`src/rtl/usart_echo_fifo.sv`:
```
// UART echo: 2-flop synchronised RX deserialiser -> DEPTH-entry FIFO -> TX serialiser.
// Optional parity bit enabled by defining USART_ECHO_PARITY_EN (PARITY_ODD selects odd/even).
module usart_echo_fifo #(
  parameter int DATA_BITS  = 8,
  parameter int DEPTH      = 16,
  parameter int PARITY_ODD = 0
) (
  input  logic                     comm_clock,
  input  logic                     reset_n,
  input  logic [11:0]              clocks_per_bit,
  input  logic                     echo_enable,
  input  logic                     clear_errors,
  input  logic                     rx_pin,
  output logic                     tx_pin,
  output logic [$clog2(DEPTH):0]   fifo_level,
  output logic                     overflow,
  output logic                     framing_error,
  output logic                     parity_error
);

  localparam int   AW   = $clog2(DEPTH);
  localparam int   IW   = $clog2(DATA_BITS);
  localparam logic PODD = (PARITY_ODD != 0);

  typedef enum logic [2:0] {
    RX_IDLE, RX_START, RX_DATA,
`ifdef USART_ECHO_PARITY_EN
    RX_PARITY,
`endif
    RX_STOP, RX_WAIT_HIGH
  } rx_state_t;

  typedef enum logic [2:0] {
    TX_IDLE, TX_START, TX_DATA,
`ifdef USART_ECHO_PARITY_EN
    TX_PARITY,
`endif
    TX_STOP
  } tx_state_t;

  logic [11:0] cpb;
  assign cpb = (clocks_per_bit < 12'd2) ? 12'd2 : clocks_per_bit;

  logic rx_meta, rxs, rxs_d;
  always_ff @(posedge comm_clock) begin
    if (!reset_n) begin
      rx_meta <= 1'b1;
      rxs     <= 1'b1;
      rxs_d   <= 1'b1;
    end else begin
      rx_meta <= rx_pin;
      rxs     <= rx_meta;
      rxs_d   <= rxs;
    end
  end

  rx_state_t            rx_state, rx_state_n;
  logic [11:0]          rx_cnt, rx_cnt_n, rx_cpb, rx_cpb_n;
  logic [IW-1:0]        rx_idx, rx_idx_n;
  logic [DATA_BITS-1:0] rx_shift, rx_shift_n;
  logic                 rx_push, push_n, fe_set;
`ifdef USART_ECHO_PARITY_EN
  logic                 rx_par_bad, rx_par_bad_n, pe_set;
`endif

  always_comb begin
    rx_state_n = rx_state;
    rx_cnt_n   = rx_cnt;
    rx_cpb_n   = rx_cpb;
    rx_idx_n   = rx_idx;
    rx_shift_n = rx_shift;
    push_n     = 1'b0;
    fe_set     = 1'b0;
`ifdef USART_ECHO_PARITY_EN
    rx_par_bad_n = rx_par_bad;
    pe_set       = 1'b0;
`endif
    case (rx_state)
      RX_IDLE: if (rxs_d && !rxs) begin
        rx_state_n = RX_START;
        rx_cnt_n   = (cpb >> 1) - 12'd1;
        rx_cpb_n   = cpb;
`ifdef USART_ECHO_PARITY_EN
        rx_par_bad_n = 1'b0;
`endif
      end
      RX_START: if (rx_cnt == '0) begin
        if (rxs) rx_state_n = RX_IDLE;
        else begin
          rx_state_n = RX_DATA;
          rx_cnt_n   = rx_cpb - 12'd1;
          rx_idx_n   = '0;
        end
      end else rx_cnt_n = rx_cnt - 12'd1;
      RX_DATA: if (rx_cnt == '0) begin
        rx_shift_n = {rxs, rx_shift[DATA_BITS-1:1]};
        rx_cnt_n   = rx_cpb - 12'd1;
        if (rx_idx == IW'(DATA_BITS - 1)) begin
`ifdef USART_ECHO_PARITY_EN
          rx_state_n = RX_PARITY;
`else
          rx_state_n = RX_STOP;
`endif
        end else rx_idx_n = rx_idx + 1'b1;
      end else rx_cnt_n = rx_cnt - 12'd1;
`ifdef USART_ECHO_PARITY_EN
      RX_PARITY: if (rx_cnt == '0) begin
        if ((^rx_shift ^ rxs) != PODD) begin
          rx_par_bad_n = 1'b1;
          pe_set       = 1'b1;
        end
        rx_cnt_n   = rx_cpb - 12'd1;
        rx_state_n = RX_STOP;
      end else rx_cnt_n = rx_cnt - 12'd1;
`endif
      RX_STOP: if (rx_cnt == '0) begin
        if (rxs) begin
`ifdef USART_ECHO_PARITY_EN
          push_n = !rx_par_bad;
`else
          push_n = 1'b1;
`endif
          rx_state_n = RX_IDLE;
        end else begin
          fe_set     = 1'b1;
          rx_state_n = RX_WAIT_HIGH;
        end
      end else rx_cnt_n = rx_cnt - 12'd1;
      RX_WAIT_HIGH: if (rxs) rx_state_n = RX_IDLE;
      default: rx_state_n = RX_IDLE;
    endcase
  end

  always_ff @(posedge comm_clock) begin
    if (!reset_n) begin
      rx_state <= RX_IDLE;
      rx_cnt   <= '0;
      rx_cpb   <= 12'd2;
      rx_idx   <= '0;
      rx_shift <= '0;
      rx_push  <= 1'b0;
`ifdef USART_ECHO_PARITY_EN
      rx_par_bad <= 1'b0;
`endif
    end else begin
      rx_state <= rx_state_n;
      rx_cnt   <= rx_cnt_n;
      rx_cpb   <= rx_cpb_n;
      rx_idx   <= rx_idx_n;
      rx_shift <= rx_shift_n;
      rx_push  <= push_n;
`ifdef USART_ECHO_PARITY_EN
      rx_par_bad <= rx_par_bad_n;
`endif
    end
  end

  // FIFO: rx_shift holds the frame unchanged during the push cycle, so it is the write data.
  logic [DATA_BITS-1:0] mem [DEPTH];
  logic [AW:0]          wptr, rptr;
  logic                 full, empty, pop, do_push, ov_set;
  logic [DATA_BITS-1:0] head;

  assign fifo_level = wptr - rptr;
  assign full       = (fifo_level == (AW+1)'(DEPTH));
  assign empty      = (fifo_level == '0);
  assign do_push    = rx_push && (!full || pop);
  assign ov_set     = rx_push && full && !pop;
  assign head       = mem[rptr[AW-1:0]];

  always_ff @(posedge comm_clock) begin
    if (!reset_n) begin
      wptr <= '0;
      rptr <= '0;
    end else begin
      if (do_push) wptr <= wptr + 1'b1;
      if (pop)     rptr <= rptr + 1'b1;
    end
  end

  always_ff @(posedge comm_clock) begin
    if (do_push) mem[wptr[AW-1:0]] <= rx_shift;
  end

  tx_state_t            tx_state, tx_state_n;
  logic [11:0]          tx_cnt, tx_cnt_n, tx_cpb, tx_cpb_n;
  logic [IW-1:0]        tx_idx, tx_idx_n;
  logic [DATA_BITS-1:0] tx_data, tx_data_n;
  logic                 tx_pin_n, can_pop;

  assign can_pop = !empty && echo_enable;

  always_comb begin
    tx_state_n = tx_state;
    tx_cnt_n   = tx_cnt;
    tx_cpb_n   = tx_cpb;
    tx_idx_n   = tx_idx;
    tx_data_n  = tx_data;
    pop        = 1'b0;
    case (tx_state)
      TX_IDLE: if (can_pop) begin
        pop        = 1'b1;
        tx_data_n  = head;
        tx_cpb_n   = cpb;
        tx_cnt_n   = cpb - 12'd1;
        tx_state_n = TX_START;
      end
      TX_START: if (tx_cnt == '0) begin
        tx_state_n = TX_DATA;
        tx_cnt_n   = tx_cpb - 12'd1;
        tx_idx_n   = '0;
      end else tx_cnt_n = tx_cnt - 12'd1;
      TX_DATA: if (tx_cnt == '0) begin
        tx_cnt_n = tx_cpb - 12'd1;
        if (tx_idx == IW'(DATA_BITS - 1)) begin
`ifdef USART_ECHO_PARITY_EN
          tx_state_n = TX_PARITY;
`else
          tx_state_n = TX_STOP;
`endif
        end else tx_idx_n = tx_idx + 1'b1;
      end else tx_cnt_n = tx_cnt - 12'd1;
`ifdef USART_ECHO_PARITY_EN
      TX_PARITY: if (tx_cnt == '0) begin
        tx_cnt_n   = tx_cpb - 12'd1;
        tx_state_n = TX_STOP;
      end else tx_cnt_n = tx_cnt - 12'd1;
`endif
      TX_STOP: if (tx_cnt == '0) begin
        if (can_pop) begin
          pop        = 1'b1;
          tx_data_n  = head;
          tx_cpb_n   = cpb;
          tx_cnt_n   = cpb - 12'd1;
          tx_state_n = TX_START;
        end else tx_state_n = TX_IDLE;
      end else tx_cnt_n = tx_cnt - 12'd1;
      default: tx_state_n = TX_IDLE;
    endcase

    // Output is registered from the next state so tx_pin is glitch-free.
    case (tx_state_n)
      TX_START:  tx_pin_n = 1'b0;
      TX_DATA:   tx_pin_n = tx_data_n[tx_idx_n];
`ifdef USART_ECHO_PARITY_EN
      TX_PARITY: tx_pin_n = ^tx_data_n ^ PODD;
`endif
      default:   tx_pin_n = 1'b1;
    endcase
  end

  always_ff @(posedge comm_clock) begin
    if (!reset_n) begin
      tx_state <= TX_IDLE;
      tx_cnt   <= '0;
      tx_cpb   <= 12'd2;
      tx_idx   <= '0;
      tx_data  <= '0;
      tx_pin   <= 1'b1;
    end else begin
      tx_state <= tx_state_n;
      tx_cnt   <= tx_cnt_n;
      tx_cpb   <= tx_cpb_n;
      tx_idx   <= tx_idx_n;
      tx_data  <= tx_data_n;
      tx_pin   <= tx_pin_n;
    end
  end

  always_ff @(posedge comm_clock) begin
    if (!reset_n) begin
      overflow      <= 1'b0;
      framing_error <= 1'b0;
    end else begin
      overflow      <= ov_set | (overflow & ~clear_errors);
      framing_error <= fe_set | (framing_error & ~clear_errors);
    end
  end

`ifdef USART_ECHO_PARITY_EN
  always_ff @(posedge comm_clock) begin
    if (!reset_n) parity_error <= 1'b0;
    else          parity_error <= pe_set | (parity_error & ~clear_errors);
  end
`else
  assign parity_error = 1'b0;
`endif

endmodule
```
`config.mk`:
```
export PLATFORM = sky130hd
export DESIGN_NAME = usart_echo_fifo
export DESIGN_NICKNAME = d
export VERILOG_FILES = /design/src/rtl/usart_echo_fifo.sv
export SDC_FILE = /design/constraint.sdc
export NUM_CORES = 1
export LEC_CHECK = 0
export ABC_AREA = 1
export ABC_CLOCK_PERIOD_IN_PS = 2900
export BUFFER_PORTS_ARGS = -buffer_cell sky130_fd_sc_hd__buf_4
export CORE_ASPECT_RATIO = 0.7
export CORE_MARGIN = 3
export CORE_UTILIZATION = 40
export CTS_CLUSTER_SIZE = 8
export DETAILED_ROUTE_END_ITERATION = 8
export GPL_TIMING_DRIVEN = 0
export PLACE_DENSITY = 0.59
export SYNTH_ARGS = -nofsm -noshare
export SYNTH_HDL_FRONTEND = slang
export SYNTH_SLANG_ARGS = --single-unit
```
`constraint.sdc`:
```
create_clock -name comm_clock -period 2.9 [get_ports comm_clock]
set_input_delay 0 -clock comm_clock [delete_from_list [all_inputs] [get_ports comm_clock]]
set_output_delay 0 -clock comm_clock [all_outputs]
set_load 0.05 [all_outputs]
```
After elaboration in Yosys (flattened, before gate mapping)
Memories as Yosys holds them, arrays and structs flattened. A register that Yosys moved wholly into a read port is not among the register bits. Index checks and enable logic that the tools add are counted.

Output and inout bits: 9. Memories kept: 1. Bits in registers: 93. Word-level logic and storage cells: 144. Memory bits (writable): 128.

Add/sub/neg operators: 11. Reductions and logical operators: 27. Bitwise logic cells: 5. Eq/ne operators: 23. Magnitude comparators: 2. Multiplexer cells: 56.

Memory list: mem (words 16, bits a word 8, rd ports 1, clocked after memory_dff 1, write ports 1, line 159) `logic [DATA_BITS-1:0] mem [DEPTH];`.

Operators with widths (count): 2-to-1 mux 12 bit (11); subtractor 12 x 1 -> 12 bit (second input constant) (5); 2-to-1 mux 3 bit (19); one-hot mux 12 bit (4 select lines) (1); one-hot mux 12 bit (3 select lines) (1); logical NOT 12 bit (2); one-hot mux 12 bit (2 select lines) (1); != test 2 bit (second input constant) (10); 2-to-1 mux 8 bit (2); one-hot mux 8 bit (2 select lines) (1); equality test 3 x 2 -> 1 bit (second input constant) (5); one-hot mux 3 bit (5 select lines) (1); < comparator 12 x 2 -> 1 bit (second input constant) (1); one-hot mux 3 bit (2 select lines) (2); one-hot mux 3 bit (4 select lines) (1); subtractor 11 x 1 -> 12 bit (second input constant) (1); adder 5 x 1 -> 5 bit (second input constant) (2); 2-to-1 mux 1 bit (10); equality test 3 x 1 -> 1 bit (second input constant) (3); equality test 3 bit (second input constant) (3); 2-to-1 mux 4 bit (2); adder 3 x 1 -> 3 bit (second input constant) (2); logical NOT 3 bit (2); AND reduction 2 bit (3); 22 further kinds (33).

Depth between registers and ports, before layout
Gate-level depths: netlist (run 1).

Depth after elaboration: 11. Depth in mapped cells: 20. Gate-level depth less buffers: 20.

Worst setup path after synthesis (run 1)
Ideal clock, no wire load.

Path type: register to register. Start: register wptr[0]. End: memory mem[11][0] (enable). Buffers on the path: 0. Cell stages (with the launch flop): 16. Path slack: -0.345 ns. Clock period less this slack: 3.245 ns. Arrival: 2.874 ns. Setup time: 0.370 ns. Data required time: 2.530 ns. Path through: dfxtp_1 > inv_1 > ha_1 > inv_1 > fa_1 > nand2_1 > inv_1 > nor2_1 > nor2_1 > nand3_1 > nand3_4 > nand2_1 > nand2_2 > inv_2 > nand2_2 > nor2_1.

Word-level cells in the longest chain between the ends: 11.

RTL lines: start: declaration (line 160) `logic [AW:0] wptr, rptr;`; start signal: assignment (line 176) `if (do_push) wptr <= wptr + 1'b1;`; subtractor 5 bit * (line 164) `assign fifo_level = wptr - rptr;`; net fifo_level[2] (line 15) `output logic [$clog2(DEPTH):0] fifo_level,`; logical NOT 5 bit (line 166) `assign empty = (fifo_level == '0);`; logical NOT 1 bit (line 191) `assign can_pop = !empty && echo_enable;`; logical AND 1 bit (line 191); 2-to-1 mux 1 bit (line 201, 230); 2-to-1 mux 1 bit (line 229) `TX_STOP: if (tx_cnt == '0) begin`; one-hot mux 1 bit (2 select lines) (line 200) `case (tx_state)`; logical OR 1 bit * (line 167) `assign do_push = rx_push && (!full || pop);`; logical AND 1 bit * (line 167); 2-to-1 mux 1 bit * (line 182) `if (do_push) mem[wptr[AW-1:0]] <= rx_shift;`; 2-to-1 mux 1 bit (implied by the code) * (line 182); end: declaration (line 159).

The timed path passes the listed nets; every way through them passes the cells marked *.

Final worst setup path (run 1)
Start: register wptr[0]. End: register tx_cnt[3].

Word-level cells in the longest chain between the ends: 7.

RTL lines: subtractor 5 bit * (line 164); logical NOT 5 bit * (line 166); logical NOT 1 bit * (line 191); logical AND 1 bit * (line 191); 2-to-1 mux 12 bit *; 2-to-1 mux 12 bit; one-hot mux 12 bit (3 select lines) *; end signal: assignment (line 262) `tx_cnt <= tx_cnt_n;`; end: declaration (line 186) `logic [11:0] tx_cnt, tx_cnt_n, tx_cpb, tx_cpb_n;`.

Every way passes the cells marked *; elsewhere a longest branch is shown, timed or not. A chain may end at the register's enable or synchronous reset.

==> summary.md, run 1 <==
| Metric | Value |
|---|---|
| VDD IR max | `0.607 mV` |
| 1st-iter DRT viols | `954` |
| Setup WS pre-CTS | `-573 ps` |
| Top cells by count, synth | `nand2_1, nand3_1, edfxtp_1` |
| Fin. Hold Viols | `0` |
| Setup violation total in the final timing report | `0` |
| M1 GR Usage | `0.354` |
| Hold path depth | `3` |
| RSZ-0062 raised after global routing | `yes` |
| Std-Cell Rows | `50` |
| Number of synthesized flops with an enable pin | `128` |
| Max-slew violations | `0` |
| First-pass GRT wire length | `50400 um` |
| CTS Buf Count | `34` |
| Status | `finished, final reports clean` |
| Synth-to-Final Area Change | `20.1%` |
| Clock skew | `26.0 ps` |
| CP Max Fanout | `10` |
| Cell with the most instances after synthesis | `nand2_1` |
| Die area | `29700 um2` |
| CTS clk-pin slew, worst paths | `50 ps` |
| Largest net degree at the start of global routing | `19` |
| H-tree lvl count | `2` |
| Sequential area share after synthesis | `0.524` |
| Top post-synthesis cells by area | `edfxtp_1, dfxtp_1, nand2_1, nand3_1, inv_1` |
| Setup crit end | `tx_cnt[3]` |
| Post-layout util | `0.492` |
| GR met3 Demand/Resource | `0.0482` |
| Number of cells on the worst reg-to-reg path | `13` |
| Drt pass-1 iters | `5` |
| Total gr overflow | `0` |
| DR vias/cell | `5.32` |
| Synth Area per Inst | `8.49 um2` |
| Top Ports | `26` |
| Slew Limit Headroom | `0.352` |
| Vias in the first global route | `8651` |
| Starting density of the core | `0.410` |
| Setup CP Type | `register to register` |
| Share of post-route cells with drive strength above 1 | `0.118` |
| Number of buffer cells added on primary ports | `22` |
| Crit end category | `register` |
| Via count | `9447` |
| Clock tree sinks | `225` |
| Root Driver | `clkbuf_16` |
| Fmax | `0.364 GHz` |
| Mapped Cells | `1301` |
| Worst-Margin Slew | `963 ps` |
| ANT cells | `0` |
| Primary FF master, synth | `edfxtp_1` |
| Power per Cell Area | `784 nW/um2` |
| Critical Path Start Type | `register` |
| DP HPWL | `22300 um` |
| Crit. Startpoint | `wptr[0]` |
| Clk Latency, worst-skew pair | `500 ps` |
| Crit share post-route | `0.948` |
| Post-synth top area share | `0.348` |
| Die W | `205 um` |
| R2R Setup Slk | `150 ps` |
| PnR worst setup slack | `150 ps` |
| Leak | `0.00529 uW` |
| Most area-hungry cell type in the Yosys netlist | `edfxtp_1` |
| Syn. warnings | `0` |
| Initial antenna violation count | `0` |
| Yosys reg bits | `225` |
| Wirelength per Cell | `18.1 um` |
| Drt total wl | `32200 um` |
| Worst Path Arrival | `3140 ps` |
| Critical R2R Launch | `wptr[0]` |
| Fraction of registers with async set/reset | `0` |
| GP Congestion | `0.910` |
| Core footprint | `27000 um2` |
| Worst EP required | `3290 ps` |
| # DRC | `0` |
| All-Layer GR Usage | `0.217` |
| Mapped Area | `11100 um2` |
| Die Ht | `145 um` |
| Post-DRT Antenna Nets | `0` |
| CTS tree | `built` |
| Reg2reg end | `tx_cnt[3]` |
| Min-Delay Path Class | `input pin to register` |
| GRT met2 Usage | `0.286` |
| Busiest layer in global routing | `met1` |
| Clock tree buffer depth | `3` |
| Number of max-cap violations | `0` |
| Nets@finish | `1433` |
| Yosys cell types | `50` |
| Post-layout min period | `2750 ps` |
## flip-flops by register name, summed over array words and instances (netlist names), 3 cells and up, named ones only
| register | cells |
|---|---|
| tx_data | 8 |
| tx_idx | 3 |
| mem | 128 |
| rptr | 5 |
| rx_state | 3 |
| tx_cnt | 12 |
| tx_cpb | 12 |
| rx_idx | 3 |
| rx_cnt | 12 |
| wptr | 5 |
| rx_shift | 8 |
| rx_cpb | 12 |
| tx_state | 3 |
## timing repair
item / 4_1_cts / 5_1_grt
endpoints found under the setup margin: 137 / 149
gates resized for setup: 46 / 10
setup buffers: 16 / 4
hold buffers: 16 / 0
endpoints found under the hold margin: 35 / 0
pin swaps: 12 / 6
## logic make-up (layout without fill, tap and decap cells)
kind of cell    count (synthesis)  in the layout  synth area share
compound gates                227            227             0.117
xor+xnor                       34             34            0.0269
fa+ha+maj                      20             20            0.0233
buf+inv                       178            289            0.0636
flops                         225            225             0.524
other cells                     1              2          0.000339
simple gates                  616            616             0.245
## per-layer routing
metal / part of all wire / vias to the layer above
met5: 0 / -
met4: 0.017 / 0
met3: 0.085 / 45
met2: 0.39 / 349
met1: 0.50 / 4432
li1: - / 4621
## power breakdown
group	internal, uW	total [uW]	leakage, uW	switching [uW]
Clock	2200	3580	0.000459	1380
Combinational	984	2990	0.00292	2010
Sequential	3600	3840	0.00191	241
## stage by stage
stage	TNS, ps	cell area, um2	power (uW)	cells	hold slack [ps]
2_1_floorplan	0	11100	5940	1302	107
3_5_place_dp	-51440	11700	6740	1688	194
5_1_grt	-43.1	13300	11000	1777	250
6_report	0	13300	10400	1777	231
3_3_place_gp	-51020	11700	6700	1688	188
4_1_cts	0	13200	10400	1773	218
## critical path, cell delays in order (launching register included)
cell      delay, ps
dfxtp_2         350
inv_2            60
ha_1            200
inv_2            70
fa_2            450
or2_1           260
nor2_2          120
nand3_1         140
nor2_2          150
nor2_4           70
buf_2           200
nand3_1         190
o211ai_1        120
a221oi_1        240
## final cells by class
cell class / instances / area, um2
sequential: 225 / 5790
clock inverter: 2 / 17.5
timing repair buffer: 58 / 604
tap: 364 / 455
clock buffer: 51 / 936
multi-input combinational: 899 / 4760
buffer: 49 / 218
inverter: 129 / 489
fill: 2521 / 13700
## cells in the final DEF (no fill, tap or decap), types with 19 or more instances in the layout
cell type and count:
nand2_1 286, nand3_1 154, edfxtp_1 128, inv_1 112
dfxtp_1 96, nor2_1 88, a21oi_1 84, o21ai_0 78
clkbuf_1 47, clkbuf_16 35, buf_4 33, xor2_1 26
nor2_4 20, nor3_1 19, ha_1 19
## how the worst min path moves through the flow
stage               endpoint  startpoint  slack (ps)
floorplan            rx_meta      rx_pin         110
global placement     rx_meta      rx_pin         190
detailed placement   rx_meta      rx_pin         190
CTS                  rx_meta      rx_pin         220
global route         rx_meta      rx_pin         250
finish               rx_meta      rx_pin         230
(Power assumes the default switching activity.)
==> run 2: changes to the inputs <==
--- a/config.mk
+++ b/config.mk
@@ -9,7 +9,6 @@
 export ABC_CLOCK_PERIOD_IN_PS = 2900
 export BUFFER_PORTS_ARGS = -buffer_cell sky130_fd_sc_hd__buf_4
 export CORE_ASPECT_RATIO = 0.7
-export CORE_MARGIN = 3
 export CORE_UTILIZATION = 40
 export CTS_CLUSTER_SIZE = 8
 export DETAILED_ROUTE_END_ITERATION = 8
==> run 2 against run 1 <==
Net effect:
- largest power group unchanged
- critical path type unchanged
- non-clock buffer count increased by 1
- core utilization up 0.37 points
- cell count grew 0.11%
- die area is 4.7% lower
==> summary.md, run 2 (same netlist as run 1, synthesis figures left out) <==
| Metric | Value |
|---|---|
| Status | `finished, final reports clean` |
| Clock skew | `25.6 ps` |
| Most common library cell in the layout ignoring fill and taps | `nand2_1` |
| Busiest layer in global routing | `met1` |
| Setup violation total in the final timing report | `0` |
| Post-DRT Antenna Nets | `0` |
| CTS Buf Count | `34` |
| ANT cells | `0` |
| Worst-Margin Slew | `1100 ps` |
| H-tree lvl count | `2` |
| CTS clk-pin slew, worst paths | `50 ps` |
| GP Congestion | `0.885` |
| Total Power | `10500 uW` |
| Max-slew violations | `0` |
| Worst EP required | `3150 ps` |
| All-Layer GR Usage | `0.228` |
| Clock tree buffer depth | `3` |
| Most frequent cells in the layout | `nand2_1, nand3_1, edfxtp_1` |
| Worst Path Arrival | `3050 ps` |
| DR vias/cell | `5.35` |
| 1st-iter DRT viols | `1043` |
| Worst path most repeated cell | `nor2_4` |
| Die Ht | `141 um` |
| Vias in the first global route | `8697` |
| VDD IR max | `0.537 mV` |
| Die W | `201 um` |
| Fin. Hold Viols | `0` |
| Largest net degree at the start of global routing | `19` |
| RSZ-0062 raised after global routing | `no` |
| Min-Delay Path Class | `input pin to register` |
| Core footprint | `27000 um2` |
| CTS tree | `built` |
| Number of max-cap violations | `0` |
| Crit end category | `register` |
| Drt pass-1 iters | `8` |
| CP Max Fanout | `5` |
| Top Ports | `26` |
| Nets@finish | `1434` |
| # DRC | `0` |
| Drt total wl | `32400 um` |
| Crit-path max cell delay | `460 ps` |
| Wirelength per Cell | `18.2 um` |
| Number of buffer cells added on primary ports | `22` |
| Setup CP Type | `register to register` |
| Synth-to-Final Area Change | `21.0%` |
| Via count | `9526` |
| GR met3 Demand/Resource | `0.0465` |
| Initial antenna violation count | `0` |
| Worst hold slack | `242 ps` |
| Critical Path Start Type | `register` |
| Power per Cell Area | `785 nW/um2` |
| CP max-delay cell | `fa_2` |
| Post-layout min period | `2800 ps` |
| Root Driver | `clkbuf_16` |
| Total gr overflow | `0` |
| Leak | `0.00526 uW` |
| Max reg flops | `128` |
| Slew Limit Headroom | `0.259` |
| Std-Cell Rows | `50` |
| First-pass GRT wire length | `49900 um` |
| Clock tree sinks | `225` |
| Fmax | `0.357 GHz` |
| CP Cell Sequence | `inv_2 -> ha_1 -> inv_1 -> fa_2 -> or2_4 -> nor2_4 -> nand3_2 -> nor2_1 -> nand2_1 -> nand2_2 -> inv_8 -> nand2_8 -> nor2_4 -> buf_4` |
| DP HPWL | `22000 um` |
| Starting density of the core | `0.410` |
| GRT met2 Usage | `0.311` |
| Share of post-route cells with drive strength above 1 | `0.122` |
| Die area | `28300 um2` |
| Crit share post-route | `0.965` |
| M1 GR Usage | `0.360` |
| Clk Latency, worst-skew pair | `510 ps` |
==> run 2: cell types whose count changed in the layout (fill, tap and decap cells not counted), sizes merged <==
cell	previous run	this run
clkbuf	83	85
clkinv	1	3
buf	59	58
inv	130	129
==> run 2: worst max-delay path, delay by kind of cell, from the launching register on <==
family | cells | cell delay (ps)
fa+ha+maj | 2 | 650
simple gates | 8 | 1100
flops | 1 | 360
buf+inv | 4 | 440
==> run 2: power breakdown <==
group	internal, uW	total [uW]	switching [uW]	leakage, uW
Clock	2220	3630	1410	0.000468
Combinational	1010	3040	2030	0.00288
Sequential	3600	3830	236	0.00191
Total	6820	10500	3680	0.00526
==> run 2: routing by layer <==
layer  part of all wire  routed length [um]
met4              0.016                 514
met3              0.095                3100
met2               0.40               12900
met5                  0                   0
met1               0.49               16000
==> run 2: layout make-up <==
class                      instances  area (um2)
sequential                       225        5790
multi-input combinational        899        4820
inverter                         129         494
fill                            2481       13600
timing repair buffer              59         612
buffer                            49         223
clock buffer                      51         936
tap                              364         455
clock inverter                     3        41.3
==> run 2: final timing paths <==
kind / endpoint / slack (ps) / from / cells past startpoint
setup / recovery: mem[8][0] / 100 / wptr[0] / 14
hold / removal: rx_meta / 240 / rx_pin / 3
hold reg to reg: rxs / 410 / rx_meta / 1
setup reg to reg: mem[8][0] / 100 / wptr[0] / 14
==> run 2: repair_timing <==
| item | 4_1_cts | 5_1_grt |
|---|---|---|
| resized for setup | 45 | 26 |
| buffers inserted | 12 | 9 |
| hold buffers | 16 | 0 |
| endpoints found under the hold margin | 33 | 0 |
| setup endpoints to repair | 139 | 148 |
| pin swaps | 7 | 9 |
==> run 2: through the flow <==
step / utilization / worst slack, ps / std cells / cell area [um2] / setup TNS [ps]
after floorplan: - / 67.1 / 1302 / 11100 / 0
after global placement: 0.433 / -586 / 1688 / 11700 / -51210
after detailed placement: 0.433 / -620 / 1688 / 11700 / -53600
after CTS: 0.487 / -11.9 / 1770 / 13100 / -11.9
after global routing: 0.496 / 0.562 / 1779 / 13400 / 0
final: 0.496 / 101 / 1779 / 13400 / 0
